--- src/rtl/alu_arb_pkg.sv ---
// Shared definitions for the ALU sharing arbiter: op codes, FSM state encoding
// and the op-code mapping used when driving the shared ALU.
package alu_arb_pkg;

  localparam int DEF_WIDTH = 4;

  localparam logic [2:0] OP_ADD = 3'b000;
  localparam logic [2:0] OP_SUB = 3'b001;
  localparam logic [2:0] OP_NOT = 3'b010;
  localparam logic [2:0] OP_AND = 3'b011;
  localparam logic [2:0] OP_OR  = 3'b100;
  localparam logic [2:0] OP_XOR = 3'b101;
  localparam logic [2:0] OP_SLT = 3'b110;
  localparam logic [2:0] OP_EQ  = 3'b111;

  typedef enum logic [1:0] {
    ST_IDLE = 2'd0,
    ST_EXEC = 2'd1,
    ST_CAPT = 2'd2,
    ST_RESP = 2'd3
  } state_t;

  // Compare ops reuse the ALU subtractor; everything else passes through.
  function automatic logic [2:0] alu_drive_func(input logic [2:0] op);
    return (op == OP_SLT || op == OP_EQ) ? OP_SUB : op;
  endfunction

endpackage

--- src/rtl/rr_arbiter.sv ---
// Combinational grant logic: round robin from ptr by default, or fixed
// lowest-index priority when ALU_ARB_FIXED_PRIO_EN is defined.
module rr_arbiter #(
  parameter int NREQ = 2,
  parameter int IDW  = 2
) (
  input  logic [NREQ-1:0] req,
  input  logic [IDW-1:0]  ptr,
  output logic [NREQ-1:0] grant,
  output logic [IDW-1:0]  grant_idx
);

`ifdef ALU_ARB_FIXED_PRIO_EN
  logic unused_ptr;
  assign unused_ptr = ^ptr;

  always_comb begin
    // NOTE: every output gets a default before any branch, so no latch can be inferred.
    grant     = '0;
    grant_idx = '0;
    // Scanning downward lets the lowest requesting index write last and win.
    for (int i = NREQ - 1; i >= 0; i--) begin
      if (req[i]) begin
        grant     = '0;
        grant[i]  = 1'b1;
        grant_idx = IDW'(i);
      end
    end
  end
`else
  always_comb begin
    grant     = '0;
    grant_idx = '0;
    // Distance k from ptr is the priority rank; the smallest rank writes last.
    for (int k = NREQ - 1; k >= 0; k--) begin
      for (int i = 0; i < NREQ; i++) begin
        if (req[i] && (((i + NREQ - int'(ptr)) % NREQ) == k)) begin
          grant     = '0;
          grant[i]  = 1'b1;
          grant_idx = IDW'(i);
        end
      end
    end
  end
`endif

endmodule

--- src/rtl/alu_share_arb.sv ---
// Shares one combinational ALU among NREQ requesters through an
// IDLE/EXEC/CAPT/RESP sequence. Define ALU_ARB_FIXED_PRIO_EN for fixed priority.
module alu_share_arb
  import alu_arb_pkg::*;
#(
  parameter int NREQ  = 2,
  parameter int WIDTH = DEF_WIDTH,
  parameter int IDW   = 2
) (
  input  logic                  clk,
  input  logic                  rst,
  input  logic [NREQ-1:0]       req_valid,
  output logic [NREQ-1:0]       req_ready,
  input  logic [3*NREQ-1:0]     req_func,
  input  logic [WIDTH*NREQ-1:0] req_a,
  input  logic [WIDTH*NREQ-1:0] req_b,
  output logic                  resp_valid,
  input  logic                  resp_ready,
  output logic [IDW-1:0]        resp_id,
  output logic [WIDTH-1:0]      resp_data,
  output logic                  resp_cout,
  output logic                  resp_ovf,
  output logic                  resp_zero,
  output logic [2:0]            alu_func,
  output logic [WIDTH-1:0]      alu_a,
  output logic [WIDTH-1:0]      alu_b,
  input  logic [WIDTH-1:0]      alu_sum,
  input  logic                  alu_cout,
  input  logic                  alu_ovf
);

  state_t           state, state_nxt;
  logic [NREQ-1:0]  grant;
  logic [IDW-1:0]   grant_idx;
  logic [IDW-1:0]   arb_ptr;
  logic             accept;
  logic [2:0]       lat_func;
  logic [IDW-1:0]   lat_id;
  logic [WIDTH-1:0] capt_data;
  logic             capt_cout;
  logic             capt_ovf;
  logic [2:0]       sel_func;

  rr_arbiter #(
    .NREQ (NREQ),
    .IDW  (IDW)
  ) u_arb (
    .req       (req_valid),
    .ptr       (arb_ptr),
    .grant     (grant),
    .grant_idx (grant_idx)
  );

  assign accept   = (state == ST_IDLE) && (|req_valid);
  assign sel_func = req_func[grant_idx*3 +: 3];

`ifdef ALU_ARB_FIXED_PRIO_EN
  assign arb_ptr = '0;
`else
  logic [IDW-1:0] rr_ptr;

  always_ff @(posedge clk or negedge rst) begin
    if (!rst) begin
      rr_ptr <= '0;
    end else if (state == ST_RESP && resp_ready) begin
      rr_ptr <= (resp_id == IDW'(NREQ - 1)) ? '0 : resp_id + 1'b1;
    end
  end

  assign arb_ptr = rr_ptr;
`endif

  always_ff @(posedge clk or negedge rst) begin
    // NOTE: sequential state uses non-blocking assignments so every flop samples pre-edge values.
    if (!rst) begin
      state <= ST_IDLE;
    end else begin
      state <= state_nxt;
    end
  end

  always_comb begin
    state_nxt  = state;
    req_ready  = '0;
    resp_valid = 1'b0;
    case (state)
      ST_IDLE: begin
        // Gated by reset so no accept pulse escapes while the block is held in reset.
        if (rst) req_ready = grant;
        if (|req_valid) state_nxt = ST_EXEC;
      end
      ST_EXEC: state_nxt = ST_CAPT;
      ST_CAPT: state_nxt = ST_RESP;
      ST_RESP: begin
        resp_valid = 1'b1;
        if (resp_ready) state_nxt = ST_IDLE;
      end
      default: state_nxt = ST_IDLE;
    endcase
  end

  // The ALU operand registers double as the request latch, so the shared ALU
  // only ever sees captured values and holds them between operations.
  always_ff @(posedge clk or negedge rst) begin
    if (!rst) begin
      lat_func <= OP_ADD;
      lat_id   <= '0;
      alu_func <= OP_ADD;
      alu_a    <= '0;
      alu_b    <= '0;
    end else if (accept) begin
      lat_func <= sel_func;
      lat_id   <= grant_idx;
      alu_func <= alu_drive_func(sel_func);
      alu_a    <= req_a[grant_idx*WIDTH +: WIDTH];
      alu_b    <= req_b[grant_idx*WIDTH +: WIDTH];
    end
  end

  always_comb begin
    capt_data = '0;
    capt_cout = 1'b0;
    capt_ovf  = 1'b0;
    case (lat_func)
      OP_ADD, OP_SUB: begin
        capt_data = alu_sum;
        capt_cout = alu_cout;
        capt_ovf  = alu_ovf;
      end
      OP_NOT: capt_data = ~alu_a;
      OP_AND: capt_data = alu_a & alu_b;
      OP_OR:  capt_data = alu_a | alu_b;
      OP_XOR: capt_data = alu_a ^ alu_b;
      OP_SLT: capt_data = {{(WIDTH-1){1'b0}}, alu_sum[WIDTH-1] ^ alu_ovf};
      OP_EQ:  capt_data = {{(WIDTH-1){1'b0}}, alu_sum == '0};
      default: capt_data = '0;
    endcase
  end

  always_ff @(posedge clk or negedge rst) begin
    if (!rst) begin
      resp_id   <= '0;
      resp_data <= '0;
      resp_cout <= 1'b0;
      resp_ovf  <= 1'b0;
    end else if (state == ST_CAPT) begin
      resp_id   <= lat_id;
      resp_data <= capt_data;
      resp_cout <= capt_cout;
      resp_ovf  <= capt_ovf;
    end
  end

  // Zero flag is only meaningful alongside a response, which also keeps it low out of reset.
  assign resp_zero = resp_valid && (resp_data == '0);

endmodule

--- config.mk ---
export PLATFORM = sky130hd
export DESIGN_NAME = alu_share_arb
export DESIGN_NICKNAME = d
export VERILOG_FILES = /design/src/rtl/alu_arb_pkg.sv /design/src/rtl/rr_arbiter.sv /design/src/rtl/alu_share_arb.sv
export SDC_FILE = /design/constraint.sdc
export NUM_CORES = 1
export LEC_CHECK = 0
export CORE_MARGIN = 2
export CORE_UTILIZATION = 30
export DETAILED_ROUTE_END_ITERATION = 8
export SYNTH_ARGS = -nofsm -noshare
export SYNTH_HDL_FRONTEND = slang
export SYNTH_SLANG_ARGS = --single-unit
export TNS_END_PERCENT = 30
--- constraint.sdc ---
create_clock -name clk -period 2.5 [get_ports clk]
set_input_delay 0.625 -clock clk [delete_from_list [all_inputs] [get_ports clk]]
set_output_delay 0.625 -clock clk [all_outputs]
set_load 0.01 [all_outputs]
==> results.md <==
- Outcome: finished, final reports clean
- Vias in the first global route: 1370
- Reg power frac: 35.6%
- GR Overflow Total: 0
- Post-Syn Area: 1570 um2
- Max clock buf depth: 2
- Tot GR Track Use: 13.1%
- # Post-CTS Setup Buffers: 0
- Area of all placed cells without fillers: 2240 um2
- RSZ-0062 raised after global routing: no
- Critical setup path kind: in2out
- DIE WIDTH: 76.3 um
- Synth cell types: 40
- Filler cells: 518
- Switching power: 0.938 mW
- # rows: 26
- Final Hold Viols: 0
- ANT nets after route: 0
- Starting DRT DRC Count: 52
- Avg WL per Cell: 12.2 um
- Max stage delay on crit path: 500 ps
- PortBufs: 54
- R2r setup slk: 950 ps
- Power density over the cells: 1040 nW/um2
- Placer Congestion: 0.758
- Slowest cell on crit path: clkdlybuf4s50_1
- Initial antenna violation count: 0
- Via density: 4.65
- TNS Setup: 0 ps
- Die height: 76.3 um
- Syn Nets: 217
- Pre-antenna DRT Iters: 5
- Slew Limit Fails: 0
- Final hold slack: 490 ps
- Largest net degree at the start of global routing: 26
- Worst path cell trace: clkdlybuf4s50_1 -> nand2b_1 -> nand2_4 -> nor2_1 -> dlygate4sd2_1
- Mean Syn Cell Area: 9.08 um2
- # setup viols final: 0
- Top cell type's share of synthesized area: 39.8%
- Peak VDD IR: 0.000427 V
- Cell family with most CP delay: buffers and inverters
- Post-synthesis register bit count: 25
- Nets: 273
- Total Wirelength: 3640 um
- Hold crit path type: reg2reg
- Final core occ: 44.2%
- Peak fanout along the critical path: 3
- # diodes: 0
- DR vias: 1386
- Placed wire-length estimate: 2750 um
- Clk pin slew, worst setup/hold paths: 90 ps
- DR DRC count: 0
- Share of cells above drive strength 1: 10.1%
- Startpoint Class: input pin
- Sw frac: 40.1%
- Ranking of synthesized cells by area: dfrtp_1 40%, ha_1 8.8%, mux2i_1 6.4%
- Syn. warnings: 0
- Clock Sinks: 25
- Async S/R FF share, synth: 100%
- Main synth FF type: dfrtp_1
- Fin crit period: 2260 ps
- Combinational Power Share: 53.8%
- CTS Hold Bufs: 0
- Gate Count Post-Synth: 173
- Internal power: 1.40 mW
- WP data required: 1880 ps
- EDFF count, synth: 0
- Setup slack at placement: -77.0 ps
- Crit path capture type: output port
- Clock insertion delay at the later pin of the skew report: 270 ps
- Starting Density: 30.9%
- Dpl cell area: 2190 um2
- Final worst slack: 243 ps
- Clock share of power: 10.6%
- Area grow syn2layout: 42.9%
- Worst clock skew: 1.65 ps
- Root Buffer: clkbuf_8
- CTS tree: built
- Total CTS buffers: 3
- First-pass GRT wire length: 6250 um
- CP arrival: 1630 ps
- I/O pins: 56
- Sequential area share after synthesis: 39.8%
- WP buf/inv: 2
- LEAKAGE: 1.01 nW
- H-tree depth: 1
- Die area: 5830 um2
- Synth area leader: dfrtp_1
- Max cap viols: 0
- Tcrit/Tclk final: 90.3%
- Fmax: 443 MHz
- Core area: 5070 um2
power by group through the flow:
stage	sequential (mW)	combinational, mW	clock [mW]
after global routing	0.877	1.41	0.271
after CTS	0.835	1.27	0.252
after detailed placement	0.841	1.27	0
final	0.832	1.26	0.247
after floorplan	0.807	0.776	0
after global placement	0.846	1.24	0
worst paths after layout:
| check | cells past startpoint | from | endpoint |
|---|---|---|---|
| min in group asynchronous | 2 | rst | alu_b[3]$_DFFE_PN0P_ |
| worst min-delay path | 1 | resp_id[0]$_DFFE_PN0P_ | arb_ptr[0]$_DFFE_PN0P_ |
| worst max-delay path | 5 | req_valid[0] | req_ready[1] |
| max in group asynchronous | 2 | rst | alu_a[0]$_DFFE_PN0P_ |
| worst max register to register | 4 | lat_func[0]$_DFFE_PN0P_ | resp_data[3]$_DFFE_PN0P_ |
| worst min register to register | 1 | resp_id[0]$_DFFE_PN0P_ | arb_ptr[0]$_DFFE_PN0P_ |
per-layer routing:
layer  GRT usage, %  part of all wire [%]
met1           16.3                    46
met2           22.7                    45
met3           3.91                   7.6
met4           2.73                  0.63
met5              0                     0
through the flow:
| step | total power, mW | instances |
|---|---|---|
| 2_1_floorplan | 1.58 | 173 |
| 4_1_cts | 2.36 | 298 |
| 3_5_place_dp | 2.11 | 294 |
| 3_3_place_gp | 2.08 | 294 |
| 6_report | 2.34 | 298 |
| 5_1_grt | 2.56 | 298 |
synth_stat cells, drive strengths merged (3+ instances only):
cell type	count
buf	9
inv	14
a21boi	3
mux2i	10
nor2	13
dfrtp	25
a21oi	7
nand2b	3
ha	11
o21ai	18
nor3	4
nand2	21
a31oi	5
nand3	3
and3	3
logic make-up after synthesis:
family | synth area share, %
AND/OR/NAND/NOR | 16.6
flip-flops | 39.8
buffers and inverters | 7.41
multiplexers | 7.81
XOR/XNOR | 0.558
adder cells (fa/ha/maj) | 8.76
other | 0.239
AO/OA/AOI/OAI | 18.8
flip-flops by register name, summed over array words and instances, names as in the netlist:
register / flops
resp_data: 4
state: 2
alu_b: 4
alu_a: 4
resp_cout: 1
lat_id: 1
alu_func: 3
lat_func: 3
resp_id: 1
arb_ptr: 1
resp_ovf: 1
layout make-up:
class	count	area, um2	area share (%)
multi-input cells	123	831	37.0
flip-flops and latches	25	626	27.9
repair buffers	62	601	26.8
well taps	70	87.6	3.90
inverters	14	52.6	2.34
clock buffers	3	41.3	1.84
clock inverters	1	5.00	0.223
worst register-to-register path: stages, from the launching register on:
cell      delay (ps)
dfrtp_1          560
or2_1            290
a21o_1           180
a221oi_2         280
mux2_2           190
timing repair:
item	4_1_cts	5_1_grt
endpoints found under the setup margin	2	1
resized for setup	2	2
hold endpoints to repair	0	0
placed cells by master, fill, tap and decap left out, drive strengths merged, types with 2 or more instances in the layout:
cell type	count
a21boi	3
a21oi	7
a31oi	5
and3	3
buf	8
clkbuf	3
clkdlybuf4s50	51
dfrtp	25
dlygate4sd2	2
ha	11
inv	14
mux2	2
mux2i	10
nand2	21
nand2b	3
nand3	3
nand3b	2
nor2	13
nor2b	2
nor3	4
o21ai	18
o22ai	2
o41ai	2
or2	2
No activity file was read; power rests on OpenSTA's default activity.
